## config.mk

```make
export PLATFORM = sky130hd
export DESIGN_NAME = ks_data_path_gen2_flat
export DESIGN_NICKNAME = d
export VERILOG_FILES = /design/src/rtl/ks_data_path_gen2.sv /design/src/rtl/ks_data_path_gen2_if.sv /design/src/flat_wrapper.sv
export SDC_FILE = /design/constraint.sdc
export NUM_CORES = 1
export LEC_CHECK = 0
export CORE_MARGIN = 3
export CORE_UTILIZATION = 32
export DETAILED_ROUTE_END_ITERATION = 6
export HOLD_SLACK_MARGIN = 0.08
export PLACE_DENSITY = 0.61
export SYNTH_ARGS = -nofsm -noshare
export SYNTH_HDL_FRONTEND = slang
export SYNTH_SLANG_ARGS = --single-unit
```

## constraint.sdc

```tcl
create_clock -name clk -period 11.5 [get_ports clk]
set_clock_uncertainty 0.2 [all_clocks]
set_input_delay 1.725 -clock clk [delete_from_list [all_inputs] [get_ports clk]]
set_output_delay 1.725 -clock clk [all_outputs]
set_load 0.005 [all_outputs]
```

## src/rtl/ks_data_path_gen2.sv

```systemverilog
// K&S gen2 datapath: IR, register bank, flag-generating ALU, PC and address mux,
// sequenced by the K&S control unit; stall freezes every piece of state.
package k_and_s_pkg;
    typedef enum logic [3:0] {
        I_NOP, I_LOAD, I_STORE, I_MOVE, I_ADD, I_SUB, I_AND, I_OR,
        I_BRANCH, I_BZERO, I_BNZERO, I_BNEG, I_BNNEG, I_HALT
    } decoded_instruction_type;
endpackage

module ks_data_path_gen2
    import k_and_s_pkg::*;
#(
    parameter int DATA_W   = 16,
    parameter int NUM_REGS = 4,
    parameter int ADDR_W   = 5
) (
    input  logic                    clk,
    input  logic                    rst_n,
    ks_data_path_gen2_if.slave      dp,
    output decoded_instruction_type decoded_instruction
);
    localparam int RA_W = $clog2(NUM_REGS);

    logic [DATA_W-1:0] ir_q, ir_d;
    logic [DATA_W-1:0] regs_q [NUM_REGS];
    logic [DATA_W-1:0] regs_d [NUM_REGS];
    logic [ADDR_W-1:0] pc_q, pc_d;
    logic              zero_q, zero_d, neg_q, neg_d;
    logic              uovf_q, uovf_d, sovf_q, sovf_d;

    logic [7:0]        opcode_s;
    logic [RA_W-1:0]   c_idx_s, a_idx_s, b_idx_s;
    logic [ADDR_W-1:0] mem_field_s;
    logic [DATA_W-1:0] bus_a_s, bus_b_s, bus_c_s, alu_s;
    logic [DATA_W:0]   sum_s, diff_s;
    logic              alu_uovf_s, alu_sovf_s, illegal_s, unused_ir_s;

    assign opcode_s    = ir_q[DATA_W-1 -: 8];
    assign c_idx_s     = ir_q[3*RA_W-1 -: RA_W];
    assign a_idx_s     = ir_q[2*RA_W-1 -: RA_W];
    assign b_idx_s     = ir_q[RA_W-1:0];
    assign mem_field_s = ir_q[ADDR_W-1:0];
    assign unused_ir_s = ^ir_q;

    // Reads see pre-write register contents: no write-to-read bypass.
    assign bus_a_s = regs_q[a_idx_s];
    assign bus_b_s = regs_q[b_idx_s];
    assign sum_s   = {1'b0, bus_a_s} + {1'b0, bus_b_s};
    assign diff_s  = {1'b0, bus_a_s} - {1'b0, bus_b_s};
    assign bus_c_s = dp.c_sel ? dp.data_in : alu_s;

    // ALU result and overflow flags; the extra top bit of diff is the borrow.
    always_comb begin
        alu_s      = {DATA_W{1'b0}};
        alu_uovf_s = 1'b0;
        alu_sovf_s = 1'b0;
        case (dp.operation)
            2'b00: begin
                alu_s      = sum_s[DATA_W-1:0];
                alu_uovf_s = sum_s[DATA_W];
                alu_sovf_s = (bus_a_s[DATA_W-1] == bus_b_s[DATA_W-1]) &&
                             (sum_s[DATA_W-1] != bus_a_s[DATA_W-1]);
            end
            2'b01: begin
                alu_s      = diff_s[DATA_W-1:0];
                alu_uovf_s = diff_s[DATA_W];
                alu_sovf_s = (bus_a_s[DATA_W-1] != bus_b_s[DATA_W-1]) &&
                             (diff_s[DATA_W-1] != bus_a_s[DATA_W-1]);
            end
            2'b10:   alu_s = bus_a_s & bus_b_s;
            2'b11:   alu_s = bus_a_s | bus_b_s;
            default: alu_s = {DATA_W{1'b0}};
        endcase
    end

    // Opcode decode straight from the IR.
    always_comb begin
        decoded_instruction = I_NOP;
        illegal_s           = 1'b0;
        case (opcode_s)
            8'h00:   decoded_instruction = I_NOP;
            8'h81:   decoded_instruction = I_LOAD;
            8'h82:   decoded_instruction = I_STORE;
            8'h91:   decoded_instruction = I_MOVE;
            8'hA1:   decoded_instruction = I_ADD;
            8'hA2:   decoded_instruction = I_SUB;
            8'hA3:   decoded_instruction = I_AND;
            8'hA4:   decoded_instruction = I_OR;
            8'h01:   decoded_instruction = I_BRANCH;
            8'h02:   decoded_instruction = I_BZERO;
            8'h0B:   decoded_instruction = I_BNZERO;
            8'h03:   decoded_instruction = I_BNEG;
            8'h0A:   decoded_instruction = I_BNNEG;
            8'hFF:   decoded_instruction = I_HALT;
            default: illegal_s = 1'b1;
        endcase
    end

    // Next-state selection; stall holds everything.
    always_comb begin
        ir_d   = ir_q;
        regs_d = regs_q;
        pc_d   = pc_q;
        zero_d = zero_q;
        neg_d  = neg_q;
        uovf_d = uovf_q;
        sovf_d = sovf_q;
        if (!dp.stall && dp.ir_enable) begin
            ir_d = dp.data_in;
        end else begin
            ir_d = ir_q;
        end
        if (!dp.stall && dp.write_reg_enable) begin
            regs_d[c_idx_s] = bus_c_s;
        end else begin
            regs_d = regs_q;
        end
        if (!dp.stall && dp.flags_reg_enable) begin
            zero_d = (alu_s == {DATA_W{1'b0}});
            neg_d  = alu_s[DATA_W-1];
            uovf_d = alu_uovf_s;
            sovf_d = alu_sovf_s;
        end else begin
            zero_d = zero_q;
            neg_d  = neg_q;
        end
        if (dp.stall) begin
            pc_d = pc_q;
        end else if (dp.pc_enable && dp.branch) begin
            pc_d = mem_field_s;
        end else if (dp.pc_enable) begin
            pc_d = pc_q + ADDR_W'(1);
        end else begin
            pc_d = pc_q;
        end
    end

    // State registers with synchronous active-low reset.
    always_ff @(posedge clk) begin
        if (!rst_n) begin
            ir_q   <= {DATA_W{1'b0}};
            pc_q   <= {ADDR_W{1'b0}};
            zero_q <= 1'b0;
            neg_q  <= 1'b0;
            uovf_q <= 1'b0;
            sovf_q <= 1'b0;
            for (int i = 0; i < NUM_REGS; i++) begin
                regs_q[i] <= {DATA_W{1'b0}};
            end
        end else begin
            ir_q   <= ir_d;
            pc_q   <= pc_d;
            zero_q <= zero_d;
            neg_q  <= neg_d;
            uovf_q <= uovf_d;
            sovf_q <= sovf_d;
            for (int i = 0; i < NUM_REGS; i++) begin
                regs_q[i] <= regs_d[i];
            end
        end
    end

    assign dp.illegal_instr     = illegal_s;
    assign dp.zero_op           = zero_q;
    assign dp.neg_op            = neg_q;
    assign dp.unsigned_overflow = uovf_q;
    assign dp.signed_overflow   = sovf_q;
    assign dp.ram_addr          = dp.addr_sel ? mem_field_s : pc_q;
    assign dp.data_out          = bus_a_s;
endmodule

```

## src/rtl/ks_data_path_gen2_if.sv

```systemverilog
// Control/memory-side bus of the K&S gen2 datapath: control-unit strobes in,
// memory address/data and status flags out.
interface ks_data_path_gen2_if #(
    parameter int DATA_W = 16,
    parameter int ADDR_W = 5
);
    logic              stall;
    logic              ir_enable;
    logic              pc_enable;
    logic              branch;
    logic              addr_sel;
    logic              c_sel;
    logic [1:0]        operation;
    logic              write_reg_enable;
    logic              flags_reg_enable;
    logic [DATA_W-1:0] data_in;
    logic              illegal_instr;
    logic              zero_op;
    logic              neg_op;
    logic              unsigned_overflow;
    logic              signed_overflow;
    logic [ADDR_W-1:0] ram_addr;
    logic [DATA_W-1:0] data_out;

    modport master (
        output stall, ir_enable, pc_enable, branch, addr_sel, c_sel, operation,
               write_reg_enable, flags_reg_enable, data_in,
        input  illegal_instr, zero_op, neg_op, unsigned_overflow, signed_overflow,
               ram_addr, data_out
    );

    modport slave (
        input  stall, ir_enable, pc_enable, branch, addr_sel, c_sel, operation,
               write_reg_enable, flags_reg_enable, data_in,
        output illegal_instr, zero_op, neg_op, unsigned_overflow, signed_overflow,
               ram_addr, data_out
    );
endinterface

```

## src/flat_wrapper.sv

```systemverilog
// flat-port wrapper written by rule: the top's interface ports become plain ports
module ks_data_path_gen2_flat import k_and_s_pkg::*;
#(
    parameter int DATA_W   = 16,
    parameter int NUM_REGS = 4,
    parameter int ADDR_W   = 5
)
  (clk, rst_n, decoded_instruction, dp_stall, dp_ir_enable, dp_pc_enable, dp_branch, dp_addr_sel, dp_c_sel, dp_operation, dp_write_reg_enable, dp_flags_reg_enable, dp_data_in, dp_illegal_instr, dp_zero_op, dp_neg_op, dp_unsigned_overflow, dp_signed_overflow, dp_ram_addr, dp_data_out);
  ks_data_path_gen2_if #(.DATA_W(DATA_W), .ADDR_W(ADDR_W)) dp_i ();
  input  logic clk;
  input  logic rst_n;
  output decoded_instruction_type decoded_instruction;
  input wire logic [$bits(dp_i.stall)-1:0] dp_stall;
  input wire logic [$bits(dp_i.ir_enable)-1:0] dp_ir_enable;
  input wire logic [$bits(dp_i.pc_enable)-1:0] dp_pc_enable;
  input wire logic [$bits(dp_i.branch)-1:0] dp_branch;
  input wire logic [$bits(dp_i.addr_sel)-1:0] dp_addr_sel;
  input wire logic [$bits(dp_i.c_sel)-1:0] dp_c_sel;
  input wire logic [$bits(dp_i.operation)-1:0] dp_operation;
  input wire logic [$bits(dp_i.write_reg_enable)-1:0] dp_write_reg_enable;
  input wire logic [$bits(dp_i.flags_reg_enable)-1:0] dp_flags_reg_enable;
  input wire logic [$bits(dp_i.data_in)-1:0] dp_data_in;
  output wire logic [$bits(dp_i.illegal_instr)-1:0] dp_illegal_instr;
  output wire logic [$bits(dp_i.zero_op)-1:0] dp_zero_op;
  output wire logic [$bits(dp_i.neg_op)-1:0] dp_neg_op;
  output wire logic [$bits(dp_i.unsigned_overflow)-1:0] dp_unsigned_overflow;
  output wire logic [$bits(dp_i.signed_overflow)-1:0] dp_signed_overflow;
  output wire logic [$bits(dp_i.ram_addr)-1:0] dp_ram_addr;
  output wire logic [$bits(dp_i.data_out)-1:0] dp_data_out;
  assign dp_i.stall = dp_stall;
  assign dp_i.ir_enable = dp_ir_enable;
  assign dp_i.pc_enable = dp_pc_enable;
  assign dp_i.branch = dp_branch;
  assign dp_i.addr_sel = dp_addr_sel;
  assign dp_i.c_sel = dp_c_sel;
  assign dp_i.operation = dp_operation;
  assign dp_i.write_reg_enable = dp_write_reg_enable;
  assign dp_i.flags_reg_enable = dp_flags_reg_enable;
  assign dp_i.data_in = dp_data_in;
  assign dp_illegal_instr = dp_i.illegal_instr;
  assign dp_zero_op = dp_i.zero_op;
  assign dp_neg_op = dp_i.neg_op;
  assign dp_unsigned_overflow = dp_i.unsigned_overflow;
  assign dp_signed_overflow = dp_i.signed_overflow;
  assign dp_ram_addr = dp_i.ram_addr;
  assign dp_data_out = dp_i.data_out;
  ks_data_path_gen2 #(.DATA_W(DATA_W), .NUM_REGS(NUM_REGS), .ADDR_W(ADDR_W)) u_core (.clk(clk), .rst_n(rst_n), .dp(dp_i), .decoded_instruction(decoded_instruction));
endmodule
```

==> results of run 1 <==
## worst max-delay path: cells and delay by family
family / cells / cell delay, ns
buf+inv: 2 / 1.03
mux: 1 / 0.37
## sequential cells by signal (all words and copies together) (netlist names)
name	cells
u_core.dp.zero_op	1
u_core.dp.neg_op	1
u_core.pc_q	5
u_core.dp.signed_overflow	1
u_core.dp.unsigned_overflow	1
u_core.regs_q	64
u_core.ir_q	14
## layout make-up
| type | instances | share of cell area [%] |
|---|---|---|
| Clock buffer | 12 | 3.195 |
| Clock inverter | 4 | 0.5839 |
| Inverter | 48 | 2.336 |
| Multi-Input combinational cell | 639 | 58.52 |
| Sequential cell | 87 | 22.58 |
| Tap cell | 270 | 4.380 |
| Timing Repair Buffer | 68 | 8.402 |
## routing by layer
metal,global-route usage (%),wire length [um]
met2,27.21,8683
met4,4.437,222
met5,0,0
met1,26.09,9670
met3,2.408,1276
## how the worst min path moves through the flow
stage	to	depth (start not counted)	slack (ns)	start
after floorplan	u_core.regs_q[17]$_SDFFE_PN0P_	2	0.24	u_core.regs_q[17]$_SDFFE_PN0P_
after global placement	u_core.regs_q[7]$_SDFFE_PN0P_	2	0.25	u_core.regs_q[7]$_SDFFE_PN0P_
after detailed placement	u_core.regs_q[2]$_SDFFE_PN0P_	2	0.26	u_core.regs_q[2]$_SDFFE_PN0P_
after CTS	u_core.regs_q[2]$_SDFFE_PN0P_	2	0.27	u_core.regs_q[2]$_SDFFE_PN0P_
after global routing	u_core.regs_q[20]$_SDFFE_PN0P_	2	0.28	u_core.regs_q[20]$_SDFFE_PN0P_
final	u_core.regs_q[33]$_SDFFE_PN0P_	2	0.27	u_core.regs_q[33]$_SDFFE_PN0P_
## synthesized netlist by cell type (all sizes together) (10+ instances only)
cell,count
inv,47
o21ai,49
nor2b,11
mux2,13
nor2,75
dfxtp,87
xnor2,10
a21oi,84
a211oi,35
mux4,32
nor3,23
o211ai,10
ha,49
nand2,110
nand2b,10
nand3,26
clkbuf,50
## stage by stage
stage | hold slack [ns] | cell area [um^2] | std cells | setup slack, ns | utilization (%)
final | 0.2675 | 7714 | 1128 | 6.454 | 37.88
after global routing | 0.2843 | 7714 | 1128 | 6.396 | 37.88
after CTS | 0.2682 | 7714 | 1128 | 6.436 | 37.88
after detailed placement | 0.2598 | 7422 | 1112 | 6.443 | 36.45
after global placement | 0.2520 | 7422 | 1112 | 6.479 | 36.45
after floorplan | 0.2429 | 6659 | 833 | 6.773 | -
## power by group
group          leakage (nW)  internal (W)  switching (W)
registers             0.706      0.000310     0.00000894
clock network         0.146      0.000173       0.000115
logic                  1.82      0.000103       0.000149
total                  2.67      0.000587       0.000274
## cell families after synthesis
logic type               after synthesis
XOR/XNOR                              16
buffers and inverters                107
multiplexers                          51
flip-flops                            87
AND/OR/NAND/NOR                      289
AO/OA/AOI/OAI                        232
adder cells (fa/ha/maj)               51
==> results.cfg, run 1 <==
[clocking]
root_buffer = clkbuf_16
cts_resized = 0
cts_hold_buffers = 0
cts.htree.levels = 3
cts_tree = yes
cts_buffers = 9
cts_max_path_buffers = 2
post_cts_buffers = 0
path_clk_slew_ns = 0.06
cts.sinks = 87
clock_latency_ns = 0.34

[yosys]
synthAdderAreaFrac_pct = 9.808
syn_nets = 912
async_flop_share_pct = 0
avgSynthCellArea_um2 = 7.994
ys_warn_count = 0
synthTopCellsByArea = dfxtp_1 26%, mux4_2 11%, ha_1 9.2%, a21oi_1 6.3%, nand2_1 6.2%
netlist_area_um2 = 6659
synth_top_family_by_area = compound AO/OA/AOI/OAI gates
synth_edf_count = 0
seq_area_frac_synth_pct = 26.16
synth-xor-area-share_pct = 2.104
synthCells = 833
ys_ff_latch = 87
synth.top_cell.area_share_pct = 26.16
synth.distinct_cells = 63
synth_compound_area_share_pct = 21.95
synthSimpleGateAreaFrac_pct = 19.86
synth_top_area_cell = dfxtp_1
synthFlopType = dfxtp_1
synthMuxAreaShare_pct = 13.92

[drt]
first_iter_violations = 535
first_pass_iters = 5
ant_nets = 0
routed_wl_um = 19850
avgRoutedWirePerCell_um = 17.60
vias = 6179
drc = 0
viasPerCell = 5.478

[worst_setup_path]
critPathMaxFanout = 5
rrSetupSlack_ns = 6.89
critical-path-max-stage-delay_ns = 0.57
required_ns = 9.58
crit_chain = clkdlybuf4s50_1 > mux2_2 > clkdlybuf4s50_1
worstPathArrival_ns = 3.12
reg2reg_to = u_core.dp.zero_op$_SDFFE_PN0P_
criticalPathCategory = input pin to output port
reg2reg_depth = 13
cpMaxStageDelayCell = clkdlybuf4s50_1
crit_path_frequent_cell = clkdlybuf4s50_1
r2r-start = u_core.ir_q[2]$_SDFFE_PN0P_
crit_path_start = dp_addr_sel
start_kind = input pin
critPathCapture = dp_ram_addr[1]
end_kind = output port

[final_layout]
num-fill-cells = 2115
final_nets = 932
final_cell_mix = 110 x nand2_1, 87 x dfxtp_1, 84 x a21oi_1
drive_gt1_share_pct = 9.441
area_growth_syn_to_layout_pct = 15.84
final_common_cell = nand2_1
multiInputGateArea_um2 = 4514
seq_area_um2 = 1742
antenna_cells = 0

[global_route]
antenna_found_initial = 0
grt_pass1_vias = 5813
grt_max_degree = 74
grt_pass1_wl_um = 31520
overflow = 0
grt_usage_pct = 17.67

[sta]
rsz0062_at_grt = no
fin_setup_tns_ns = 0
relSlewSlack_pct = 27.80
timing.final.crit_period_ns = 5.046
setup_viol = 0
slew_viol_final = 0
fmax_mhz = 198.2
tightest_slew_ns = 1.081
hold_viol = 0
fin_crit_sh_pct = 43.87

[run_status]
status = finished clean

[pwr]
p_leak_nw = 2.674
vdd_drop_max_mv = 0.08202
power.total_w = 0.0008607
p_per_area_nw_per_um2 = 111.6

[floorplanning]
dieArea_um2 = 22580
start_util_pct = 32.70
io_pins = 58
fp.coreArea_um2 = 20360
num_rows = 52
dieWidth_um = 150.3
die_h_um = 150.3

[flow_run]
maxCapViolations = 0

[placed_design]
dpl.hpwl_um = 14450
place.gp.congestion = 0.9148
io_buffers = 57

[worst_hold_path]
min_path_type = register to register
Power figures use the tool's default switching activity.
==> run 2: changes to the inputs <==
==> constraint.sdc (replaced) <==
create_clock -name clk -period 5 [get_ports clk]
set_clock_uncertainty 0.2 [all_clocks]
set_input_delay 0.75 -clock clk [delete_from_list [all_inputs] [get_ports clk]]
set_output_delay 0.75 -clock clk [all_outputs]
set_load 0.005 [all_outputs]
==> results.cfg, run 2 (synthesis results as in run 1) <==
[clocking]
post_cts_buffers = 0
cts.htree.levels = 3
root_buffer = clkbuf_16
cts_hold_buffers = 0
cts_max_path_buffers = 2
clock_latency_ns = 0.35
cts.sinks = 87
cts_buffers = 9
cts_tree = yes
cts_resized = 0
path_clk_slew_ns = 0.07

[final_layout]
final_area_um2 = 7775
top_register = u_core.regs_q
reg_top3 = u_core.regs_q x64, u_core.ir_q x14, u_core.pc_q x5
final_cell_count_no_fill = 1133
drive_gt1_share_pct = 10.08
area_growth_syn_to_layout_pct = 16.76
antenna_cells = 0
final_cell_mix = 110 x nand2_1, 87 x dfxtp_1, 84 x a21oi_1
largest_reg_flops = 64
final_common_cell = nand2_1
final_nets = 937

[floorplanning]
start_util_pct = 32.70
dieArea_um2 = 22580
fp.coreArea_um2 = 20360
num_rows = 52
io_pins = 58
die_h_um = 150.3
dieWidth_um = 150.3

[pwr]
p_per_area_nw_per_um2 = 259.1
vdd_drop_max_mv = 0.1813
p_leak_nw = 2.694

[global_route]
overflow = 0
grt_usage_pct = 18.50
grt_pass1_vias = 5846
grt_max_degree = 41
grt_pass1_wl_um = 32880
antenna_found_initial = 0

[placed_design]
dpl.hpwl_um = 15640
place_inst = 1117
placed_area_um2 = 7478
place.gp.congestion = 0.9456
io_buffers = 57

[sta]
fmax_mhz = 220.2
slew_viol_final = 0
whs_ns = 0.2584
tightest_slew_ns = 1.044
setup_viol = 0
hold_viol = 0
timing.final.crit_period_ns = 4.542
relSlewSlack_pct = 30.24
rsz0062_at_grt = no
fin_setup_tns_ns = 0
fin_crit_sh_pct = 90.83

[worst_hold_path]
hold_path_end = u_core.dp.signed_overflow$_SDFFE_PN0P_
hp-start = u_core.dp.signed_overflow$_SDFFE_PN0P_
hold_path_depth = 2
min_path_type = register to register

[worst_setup_path]
worstPathArrival_ns = 4.62
end_kind = register
critPathMaxFanout = 9
reg2reg_to = u_core.dp.zero_op$_SDFFE_PN0P_
r2r-start = u_core.ir_q[2]$_SDFFE_PN0P_
rrSetupSlack_ns = 0.46
start_kind = register
reg2reg_depth = 13
required_ns = 5.08
criticalPathCategory = register to register

[run_status]
status = finished clean

[drt]
drc = 0
routed_wl_um = 20860
vias = 6363
viasPerCell = 5.616
avgRoutedWirePerCell_um = 18.41
first_iter_violations = 690
first_pass_iters = 6
ant_nets = 0

[flow_run]
maxCapViolations = 0
==> run 2: cell count changes in the layout (fill, tap and decap cells not counted), sizes merged <==
| cell | change |
|---|---|
| buf | +5 |
| clkbuf | -2 |
| inv | +2 |
| clkinvlp | +2 |
| clkinv | -2 |
==> run 2: worst max path at each step <==
stage	startpoint	end	slack, ns	cells after the start
after detailed placement	u_core.ir_q[2]$_SDFFE_PN0P_	u_core.dp.zero_op$_SDFFE_PN0P_	0.56	12
after floorplan	u_core.ir_q[0]$_SDFFE_PN0P_	u_core.dp.zero_op$_SDFFE_PN0P_	0.27	14
after global placement	u_core.ir_q[2]$_SDFFE_PN0P_	u_core.dp.zero_op$_SDFFE_PN0P_	0.58	12
final	u_core.ir_q[2]$_SDFFE_PN0P_	u_core.dp.zero_op$_SDFFE_PN0P_	0.46	13
after CTS	u_core.ir_q[2]$_SDFFE_PN0P_	u_core.dp.zero_op$_SDFFE_PN0P_	0.54	13
after global routing	u_core.ir_q[2]$_SDFFE_PN0P_	u_core.dp.zero_op$_SDFFE_PN0P_	0.20	13
==> run 2: critical path, stage by stage (launching register included) <==
cell and delay (ns):
dfxtp_1 0.63, buf_4 0.27, mux4_2 0.57, inv_1 0.08, ha_1 0.32, nor2_1 0.13
a2111oi_2 0.52, nor4b_1 0.16, nand2b_1 0.20, o311a_1 0.34, o221ai_1 0.31, nand4b_1 0.13
or4_1 0.48, o21ai_1 0.13
==> run 2: per-layer routing <==
metal | track usage (%) | wire [um]
met5 | 0 | 0
met4 | 6.130 | 506
met3 | 2.559 | 1444
met2 | 27.93 | 9039
met1 | 27.18 | 9873
==> run 2: cell type report <==
cell class,count,area [um^2]
fill,2095,12590
clock buffer,10,229.0
sequential,87,1742
multi-input combinational,639,4521
timing repair buffer,73,698.2
inverter,48,180.2
clock inverter,6,67.56
tap,270,337.8
==> run 2: where the power goes <==
part	switching, W	internal [W]
sequential	0.0000240	0.000713
clock	0.000296	0.000390
combinational	0.000347	0.000244
==> run 2: metrics by stage <==
stage | util (%) | total power (W) | worst slack [ns]
5_1_grt | 38.18 | 0.002105 | 0.2045
6_report | 38.18 | 0.002014 | 0.4585
2_1_floorplan | - | 0.001142 | 0.2734
4_1_cts | 38.18 | 0.002016 | 0.5367
3_3_place_gp | 36.72 | 0.001329 | 0.5764
3_5_place_dp | 36.72 | 0.001330 | 0.5630
